[config.mk]
export PLATFORM = sky130hd
export DESIGN_NAME = ps2_request_decoder
export DESIGN_NICKNAME = d
export VERILOG_FILES = /design/src/rtl/elevator_pkg.sv /design/src/rtl/ps2_rx.sv /design/src/rtl/ps2_request_decoder.sv
export SDC_FILE = /design/constraint.sdc
export NUM_CORES = 1
export LEC_CHECK = 0
export BUFFER_PORTS_ARGS = -buffer_cell sky130_fd_sc_hd__buf_2
export CAP_MARGIN = 10
export CORE_AREA = 2 2 116 118
export DETAILED_ROUTE_END_ITERATION = 7
export DIE_AREA = 0 0 118 120
export HOLD_SLACK_MARGIN = 0.1
export PLACE_DENSITY = 0.47
export SLEW_MARGIN = 10
export SYNTH_ARGS = -nofsm -noshare
export SYNTH_HDL_FRONTEND = slang
export SYNTH_HIERARCHICAL = 1
export SYNTH_SLANG_ARGS = --single-unit
[constraint.sdc]
create_clock -name clk_50M -period 3.95 [get_ports clk_50M]
set_clock_uncertainty 0.2 [all_clocks]
set_input_delay 0.395 -clock clk_50M [delete_from_list [all_inputs] [get_ports clk_50M]]
set_output_delay 0.395 -clock clk_50M [all_outputs]
set_load 0.01 [all_outputs]
[src/rtl/elevator_pkg.sv]
// Shared constants for the elevator PS/2 front end: scan codes, key lookup and
// receiver states.
package elevator_pkg;

  localparam int N_FLOOR_DEF = 6;

  localparam logic [7:0] SC_EXT   = 8'hE0;
  localparam logic [7:0] SC_BRK   = 8'hF0;
  localparam logic [7:0] SC_OPEN  = 8'h44;
  localparam logic [7:0] SC_CLOSE = 8'h21;

  // Index i is floor i: '1'..'6', Q..Y, A..H
  localparam logic [5:0][7:0] SC_IN   = {8'h36, 8'h2E, 8'h25, 8'h26, 8'h1E, 8'h16};
  localparam logic [5:0][7:0] SC_UP   = {8'h35, 8'h2C, 8'h2D, 8'h24, 8'h1D, 8'h15};
  localparam logic [5:0][7:0] SC_DOWN = {8'h33, 8'h34, 8'h2B, 8'h23, 8'h1B, 8'h1C};

  typedef enum logic [1:0] {IDLE, DATA, PAR, STOP} rx_state_e;

  typedef enum logic [2:0] {
    KEY_NONE, KEY_IN, KEY_UP, KEY_DOWN, KEY_OPEN, KEY_CLOSE
  } key_kind_e;

  typedef struct packed {
    key_kind_e  kind;
    logic [2:0] floor;
  } key_t;

  function automatic key_t lookup_key(input logic [7:0] code);
    key_t k;
    k.kind  = KEY_NONE;
    k.floor = '0;
    for (int i = 0; i < 6; i++) begin
      if (code == SC_IN[i]) begin
        k.kind  = KEY_IN;
        k.floor = 3'(i);
      end
      if (code == SC_UP[i]) begin
        k.kind  = KEY_UP;
        k.floor = 3'(i);
      end
      if (code == SC_DOWN[i]) begin
        k.kind  = KEY_DOWN;
        k.floor = 3'(i);
      end
    end
    if (code == SC_OPEN)  k.kind = KEY_OPEN;
    if (code == SC_CLOSE) k.kind = KEY_CLOSE;
    return k;
  endfunction

endpackage

[src/rtl/ps2_rx.sv]
// PS/2 frame receiver: input synchronisers, ps2c glitch filter, frame FSM and
// inter-edge timeout. Emits one-cycle byte_valid or frame_err per frame.
//
// state | meaning
// IDLE  | waiting for start-bit falling edge
// DATA  | shifting in 8 data bits, LSB first
// PAR   | waiting for the parity bit
// STOP  | waiting for the stop bit; checks parity and stop, then returns to IDLE
module ps2_rx
  import elevator_pkg::*;
#(
  parameter int FILT_LEN    = 8,
  parameter int TIMEOUT_CYC = 50000
) (
  input  logic       clk_50M,
  input  logic       rst_n,
  input  logic       ps2c,
  input  logic       ps2d,
  output logic       byte_valid,
  output logic [7:0] rx_byte,
  output logic       frame_err
);

  localparam int FW = $clog2(FILT_LEN + 1);
  localparam int TW = $clog2(TIMEOUT_CYC + 1);
  localparam logic [FW-1:0] FILT_LOAD = FW'(FILT_LEN - 1);
  localparam logic [TW-1:0] TMO_LOAD  = TW'(TIMEOUT_CYC - 1);

  logic          c_s1, c_s2, d_s1, d_s2;
  logic          filt, filt_d;
  logic [FW-1:0] filt_cnt;
  logic          fall;

  rx_state_e     state;
  logic [2:0]    bit_cnt;
  logic [7:0]    shreg;
  logic          par_bit;
  logic [TW-1:0] tmo_cnt;

  always_ff @(posedge clk_50M or negedge rst_n) begin
    if (!rst_n) begin
      c_s1 <= 1'b1;
      c_s2 <= 1'b1;
      d_s1 <= 1'b1;
      d_s2 <= 1'b1;
    end else begin
      c_s1 <= ps2c;
      c_s2 <= c_s1;
      d_s1 <= ps2d;
      d_s2 <= d_s1;
    end
  end

  // Down-counter runs only while the synchronised clock disagrees with the
  // filtered level; FILT_LEN disagreeing samples in a row flip the output.
  always_ff @(posedge clk_50M or negedge rst_n) begin
    if (!rst_n) begin
      filt     <= 1'b1;
      filt_d   <= 1'b1;
      filt_cnt <= FILT_LOAD;
    end else begin
      filt_d <= filt;
      if (c_s2 == filt) begin
        filt_cnt <= FILT_LOAD;
      end else if (filt_cnt == '0) begin
        filt     <= c_s2;
        filt_cnt <= FILT_LOAD;
      end else begin
        filt_cnt <= filt_cnt - 1'b1;
      end
    end
  end

  assign fall = filt_d & ~filt;

  always_ff @(posedge clk_50M or negedge rst_n) begin
    if (!rst_n) begin
      state      <= IDLE;
      bit_cnt    <= '0;
      shreg      <= '0;
      par_bit    <= 1'b0;
      tmo_cnt    <= TMO_LOAD;
      rx_byte    <= '0;
      byte_valid <= 1'b0;
      frame_err  <= 1'b0;
    end else begin
      byte_valid <= 1'b0;
      frame_err  <= 1'b0;
      if (state == IDLE) begin
        if (fall) begin
          if (!d_s2) begin
            state   <= DATA;
            bit_cnt <= '0;
            tmo_cnt <= TMO_LOAD;
          end else begin
            frame_err <= 1'b1;
          end
        end
      end else if (fall) begin
        tmo_cnt <= TMO_LOAD;
        case (state)
          DATA: begin
            shreg   <= {d_s2, shreg[7:1]};
            bit_cnt <= bit_cnt + 1'b1;
            if (bit_cnt == 3'd7) state <= PAR;
          end
          PAR: begin
            par_bit <= d_s2;
            state   <= STOP;
          end
          default: begin
            if (d_s2 && (^{shreg, par_bit})) begin
              byte_valid <= 1'b1;
              rx_byte    <= shreg;
            end else begin
              frame_err <= 1'b1;
            end
            state <= IDLE;
          end
        endcase
      end else if (tmo_cnt == '0) begin
        frame_err <= 1'b1;
        state     <= IDLE;
      end else begin
        tmo_cnt <= tmo_cnt - 1'b1;
      end
    end
  end

endmodule

[src/rtl/ps2_request_decoder.sv]
// Turns PS/2 make/break scan codes into one-cycle elevator request strobes.
// Optional typematic-repeat suppression: define TYPEMATIC_FILTER_EN.
module ps2_request_decoder
  import elevator_pkg::*;
#(
  parameter int N_FLOOR     = N_FLOOR_DEF,
  parameter int FILT_LEN    = 8,
  parameter int TIMEOUT_CYC = 50000
) (
  input  logic               clk_50M,
  input  logic               rst_n,
  input  logic               ps2c,
  input  logic               ps2d,
  output logic [N_FLOOR-1:0] req_in,
  output logic [N_FLOOR-1:0] req_up,
  output logic [N_FLOOR-1:0] req_down,
  output logic               open_button,
  output logic               close_button,
  output logic               frame_err
);

  logic               byte_valid;
  logic [7:0]         rx_byte;
  logic               ext, brk;
  key_t               key;
  logic               fl_ok;
  logic [N_FLOOR-1:0] onehot;
  logic [N_FLOOR-1:0] in_n, up_n, down_n;
  logic               make_ok;

  ps2_rx #(
    .FILT_LEN    (FILT_LEN),
    .TIMEOUT_CYC (TIMEOUT_CYC)
  ) u_rx (
    .clk_50M    (clk_50M),
    .rst_n      (rst_n),
    .ps2c       (ps2c),
    .ps2d       (ps2d),
    .byte_valid (byte_valid),
    .rx_byte    (rx_byte),
    .frame_err  (frame_err)
  );

  always_comb begin
    key    = lookup_key(rx_byte);
    fl_ok  = int'(key.floor) < N_FLOOR;
    onehot = {{(N_FLOOR-1){1'b0}}, 1'b1} << key.floor;
    in_n   = (key.kind == KEY_IN && fl_ok) ? onehot : '0;
    up_n   = (key.kind == KEY_UP && fl_ok && int'(key.floor) != N_FLOOR - 1) ? onehot : '0;
    down_n = (key.kind == KEY_DOWN && fl_ok && key.floor != 3'd0) ? onehot : '0;
  end

`ifdef TYPEMATIC_FILTER_EN
  logic       held_vld;
  logic [7:0] held_code;
  logic       held_hit;

  assign held_hit = held_vld && (held_code == rx_byte);
  assign make_ok  = !held_hit;

  always_ff @(posedge clk_50M or negedge rst_n) begin
    if (!rst_n) begin
      held_vld  <= 1'b0;
      held_code <= '0;
    end else if (byte_valid && rx_byte != SC_EXT && rx_byte != SC_BRK && !ext) begin
      if (brk) begin
        if (held_hit) held_vld <= 1'b0;
      end else if (!held_hit) begin
        held_vld  <= 1'b1;
        held_code <= rx_byte;
      end
    end
  end
`else
  assign make_ok = 1'b1;
`endif

  always_ff @(posedge clk_50M or negedge rst_n) begin
    if (!rst_n) begin
      ext          <= 1'b0;
      brk          <= 1'b0;
      req_in       <= '0;
      req_up       <= '0;
      req_down     <= '0;
      open_button  <= 1'b0;
      close_button <= 1'b0;
    end else begin
      req_in       <= '0;
      req_up       <= '0;
      req_down     <= '0;
      open_button  <= 1'b0;
      close_button <= 1'b0;
      if (frame_err) begin
        ext <= 1'b0;
        brk <= 1'b0;
      end else if (byte_valid) begin
        if (rx_byte == SC_EXT) begin
          ext <= 1'b1;
        end else if (rx_byte == SC_BRK) begin
          brk <= 1'b1;
        end else begin
          ext <= 1'b0;
          brk <= 1'b0;
          if (!brk && !ext && make_ok) begin
            req_in       <= in_n;
            req_up       <= up_n;
            req_down     <= down_n;
            open_button  <= (key.kind == KEY_OPEN);
            close_button <= (key.kind == KEY_CLOSE);
          end
        end
      end
    end
  end

endmodule

; ---- Word level (Yosys, flattened, before mapping)
; Index checks and enable logic that the tools add are counted.
[op_classes]
add_sub_neg = 3
n_lt_le_gt_ge = 1
n_eq_ne = 38
shift = 1
muxes = 86
n_bitwise = 5
reduce_logical = 27
[ops]
columns = cell, count
row1 = 6-bit two-way mux, 33
row2 = "8-bit by 6-bit == test with 1-bit output, second input constant", 13
row3 = 16-bit two-way mux, 5
row4 = "8-bit by 5-bit == test with 1-bit output, second input constant", 6
row5 = 1-bit two-way mux, 29
row6 = 3-bit two-way mux, 7
row7 = "8-bit == test, second input constant", 2
row8 = 16-bit zero test, 1
row9 = "16-bit by 1-bit subtractor with 16-bit output, second input constant", 1
row10 = 2-bit two-way mux, 6
row11 = 4-bit two-way mux, 3
row12 = 3-bit AND reduction, 4
row13 = 5-bit two-way mux, 2
row14 = "3-bit == test, second input constant", 3
row15 = 9-bit XOR reduction, 1
row16 = "8-bit by 7-bit == test with 1-bit output, second input constant", 1
row17 = 4-bit AND reduction, 2
row18 = 1-bit logical AND, 7
row19 = "3-bit by 2-bit == test with 1-bit output, second input constant", 2
row20 = "2-bit by 1-bit inequality test with 1-bit output, second input constant", 3
row21 = 2-bit AND reduction, 3
row22 = 2-bit nonzero test, 3
row23 = "1-bit by 3-bit left shift with 6-bit output, first input constant", 1
row24 = 4-bit zero test, 1
row25 = 18 further kinds, 22
[totals]
register_bits = 72
in_bits = 4
out_inout_bits = 21
elab_cells = 183

; ---- Depth between registers and ports, before layout
[logic_depth]
ltp_word = 30
depth_mapped = 8
depth_no_buf = 7

; ---- By module
; Netlist, hierarchy kept.
[by_module_without_submodules]
columns = module, n_inst, cells_per_inst, area_per_inst_um2, seq_area_each_um2
row1 = ps2_rx, 1, 216, 2458.6, 1273.7
row2 = ps2_request_decoder, 1, 126, 1325.0, 550.5

; ---- Worst setup path after synthesis
; Ideal clock, no wire load.
[synth_timing]
kind = flip-flop to flip-flop
startpoint = register u_rx.tmo_cnt[4]
endpoint = register u_rx.state[1]
setup_ns = 0.122
t_arrival_ns = 1.863
required_time_ns = 3.628
slack_ns = 1.766
stages_incl_launch_ff = 6
path_buffers = 0
synth_period_minus_slack_ns = 2.184
cell_sequence = dfrtp_1 or4_4 or4_4 o21ai_2 nand2_1 a32o_1
[synth_between]
elab_chain_len = 3
[synth_rtl]
columns = item, line
row1 = "start, declared", ps2_rx.sv:38  ; logic [TW-1:0] tmo_cnt;
row2 = "start signal, assigned", ps2_rx.sv:125  ; tmo_cnt <= tmo_cnt - 1'b1;
row3 = 16-bit zero test, ps2_rx.sv:121  ; end else if (tmo_cnt == '0) begin
row4 = 2-bit nonzero test (no source line), --
row5 = 4-bit AND reduction (no source line), --
row6 = "end signal, assigned", ps2_rx.sv:109  ; state <= STOP;
row7 = "end signal, assigned", ps2_rx.sv:118  ; state <= IDLE;
row8 = "end signal, assigned", ps2_rx.sv:123  ; state <= IDLE;
row9 = "end, declared", ps2_rx.sv:34  ; rx_state_e state;
; Every way passes these cells.
; A chain may end at the register's enable or synchronous reset.

; ---- Worst setup path after layout
[layout_timing]
startpoint = register u_rx.filt_d
endpoint = register u_rx.tmo_cnt[5]
[layout_between]
elab_chain_len = 3
elab_cells_between_ends = 6
cone_classes = eq/ne (2) / mux (2) / bitwise (1) / reduce/logical (1)
[layout_rtl]
columns = item, line
row1 = "start, declared", ps2_rx.sv:30  ; logic filt, filt_d;
row2 = "start signal, assigned", ps2_rx.sv:62  ; filt_d <= filt;
row3 = 1-bit AND (*), ps2_rx.sv:74  ; assign fall = filt_d & ~filt;
row4 = 2-bit by 1-bit inequality test with 1-bit output (no source line) or 16-bit two-way mux (tied branches), --
row5 = 3-bit AND reduction (no source line) or 16-bit two-way mux (tied branches), --
; Mark *: on every way between the ends. The rest lies on a longest branch, timed or not.

==> reports/results.txt <==
min-delay src: u_rx/c_s1
fin util: 33.5%
die span in x: 118 um
RePlAce Congestion: 0.838
hold depth: 0
total grt overflow: 0
Yosys reg bits: 72
Mapped Area: 3780 um2
NumNets Final: 380
Post-synth EDFFs: 0
die height: 120 um
FF-to-FF End: u_rx/tmo_cnt[5]
CP max FO: 12
cts repair resizes: 0
Worst Reg-to-Reg Cells: 5
Initial Utilization: 29.1%
setup_tns: 0 ns
CP Launch Type: flop
die area: 14200 um2
dominant synthesized flop cell: dfrtp_1
clock latency on the worst-skew pair: 0.34 ns
Num CTS Buffers: 9
final wirelength: 7610 um
io pins: 25
DRT Pass-1 Iters: 4
Final ANT Viol Nets: 0
# clock sinks: 72
global-route wire length before repair: 13300 um
VDD IR max: 0.000212 V
post-CTS setup buffer count: 0
Leak: 1.90 nW
max frequency: 0.401 GHz
Pwr Density: 531 nW/um2
largest net degree at the start of global routing: 73
final setup vio count: 0
crit end category: flop
Max-Cap Viols: 0
Slew @ Worst Pin: 0.907 ns
Root Buffer: clkbuf_16
Core ar.: 13000 um2
Slew headroom: 39.5%
Post-route DRC: 0
critical path arrival: 2.56 ns
Synthesis Warnings: 6
status: finished clean
Synth cell types: 69
# H-tree levels: 3
Hold Path End: u_rx/c_s2
Reg2Reg Setup Slack: 1.46 ns
n_diodes: 0
Max Slew Vio Count: 0
hold crit path type: reg -> reg
IO buf count: 24
Hold Violations, Final: 0
Area Overhead vs Synth: 15.0%
row count: 42
cts hold-fix bufs: 3
TritonCTS clock tree: yes
share of cells above drive strength 1: 27.2%
CP Class: reg -> reg
initial antenna violation count: 0
Iter 0 DRT Violations: 154
Worst Path Required: 4.01 ns
WL per Instance: 13.9 um
register area share after synthesis: 48.2%
gr usage total: 11.9%
fin cells: 548
placed cells: 529
ys async rst share: 100%
# fillers: 1340
fin crit share: 63.2%
Avg Inst Size Synth: 11.1 um2
Final HPWL DP: 5140 um
most frequent cells in the layout: dfrtp_1 (54), nand2_1 (25), nor2_1 (23), buf_2 (23)
vias per cell: 4.81
Vias: 2635
unrepaired setup endpoints after global routing: false
CTS max path bufs: 2
Period minus WS final: 2.49 ns
FF-to-FF Start: u_rx/filt_d
CTS clk-pin slew, worst paths: 0.06 ns
Post-Syn Instances: 342
most common cell after layout, fill and taps aside: dfrtp_1
vias in the first global route: 2560
-- cell families (layout without fill, tap and decap cells) --
kind of cell,Yosys count,after routing,share of synthesized area (%)
buffers and inverters,27,56,3.77
xor gates and xnor gates,17,17,4.66
other,1,2,0.0991
DFF,72,72,48.2
and+or+nand+nor,125,125,20.0
AOI/OAI and AO/OA,70,70,14.1
muxes,21,21,6.15
adders and majority gates,9,9,2.98
-- per-layer routing --
metal	wire length (um)	track usage [%]
met5	0	0
met4	107	4.37
met3	309	4.37
met2	3390	17.8
met1	3810	15.6
-- area by class of cell --
type / instances / area, um2 / area share [%]
Clock buffer: 11 / 253 / 5.81
Clock inverter: 5 / 31.3 / 0.719
Inverter: 13 / 48.8 / 1.12
Multi-Input combinational cell: 244 / 1820 / 41.8
Sequential cell: 72 / 1820 / 41.9
Tap cell: 176 / 220 / 5.06
Timing Repair Buffer: 27 / 153 / 3.51
-- worst max-delay path by stage --
stage | start | end | slack, ns | depth (start not counted)
5_1_grt | u_rx/tmo_cnt[1] | u_rx/tmo_cnt[6] | 1.16 | 7
2_1_floorplan | u_rx/tmo_cnt[4] | u_rx/state[1] | 1.77 | 5
4_1_cts | u_rx/filt_d | u_rx/tmo_cnt[4] | 1.46 | 5
3_5_place_dp | u_rx/filt_d | u_rx/tmo_cnt[5] | 1.47 | 5
3_3_place_gp | u_rx/filt_d | u_rx/tmo_cnt[6] | 1.50 | 5
6_report | u_rx/filt_d | u_rx/tmo_cnt[5] | 1.46 | 5
-- state kept, by name, summed over array words and instances, names as in the netlist, 2 cells and up --
name,flops
u_rx/tmo_cnt,16
u_rx/rx_byte,8
u_rx/shreg,8
req_down,6
req_in,6
req_up,6
u_rx/filt_cnt,4
u_rx/bit_cnt,3
u_rx/state,2
-- power breakdown --
group | switching [mW] | internal [mW]
logic | 0.284 | 0.221
registers | 0.130 | 0.909
clock network | 0.312 | 0.456
total | 0.726 | 1.59
-- critical path, stage by stage, from the launching register on --
cell     delay [ns]
dfstp_2        0.53
nor2b_1        0.69
or3_1          0.35
o21ai_4        0.13
or3_1          0.38
a21oi_1        0.14
-- synthesized netlist by cell type (all sizes together) (2+ instances only) --
cell     instances  area share, %
o21ai           16            2.5
o31a             2           0.46
mux2            18            5.4
a21o             3           0.60
o21a             2           0.40
a32oi            2           0.46
nand4            2           0.33
inv             13            1.3
xor2             8            1.9
xnor3            2            1.2
ha               9            3.0
nor4             5            1.2
a31oi            6           0.99
o211ai           4           0.93
and3             4           0.66
nor3b            8            1.9
a22o             3           0.69
nor2            23            2.3
dfstp           18             12
buf              9            1.9
mux2i            3           0.79
or3b             2           0.46
a32o             2           0.53
clkbuf           5           0.60
dfrtp           54             36
nand3            8            1.2
nand2b           8            1.3
a21oi           14            1.9
a2111oi          4            1.8
xnor2            7            1.6
or3              8            1.3
nor2b            8            1.3
or4              3           0.89
nand2           25            2.5
nor3            12            2.5
and3b            3           0.69
-- metrics by stage --
stage / worst slack (ns) / cell area (um2) / total power, mW / hold slack [ns]
after floorplan: 1.77 / 3790 / 1.41 / -0.101
after global placement: 1.50 / 4040 / 1.54 / 0.148
after detailed placement: 1.47 / 4040 / 1.56 / 0.147
after CTS: 1.46 / 4350 / 2.35 / 0.151
after global routing: 1.16 / 4350 / 2.47 / 0.156
final: 1.46 / 4350 / 2.31 / 0.156
(Power assumes the default switching activity.)
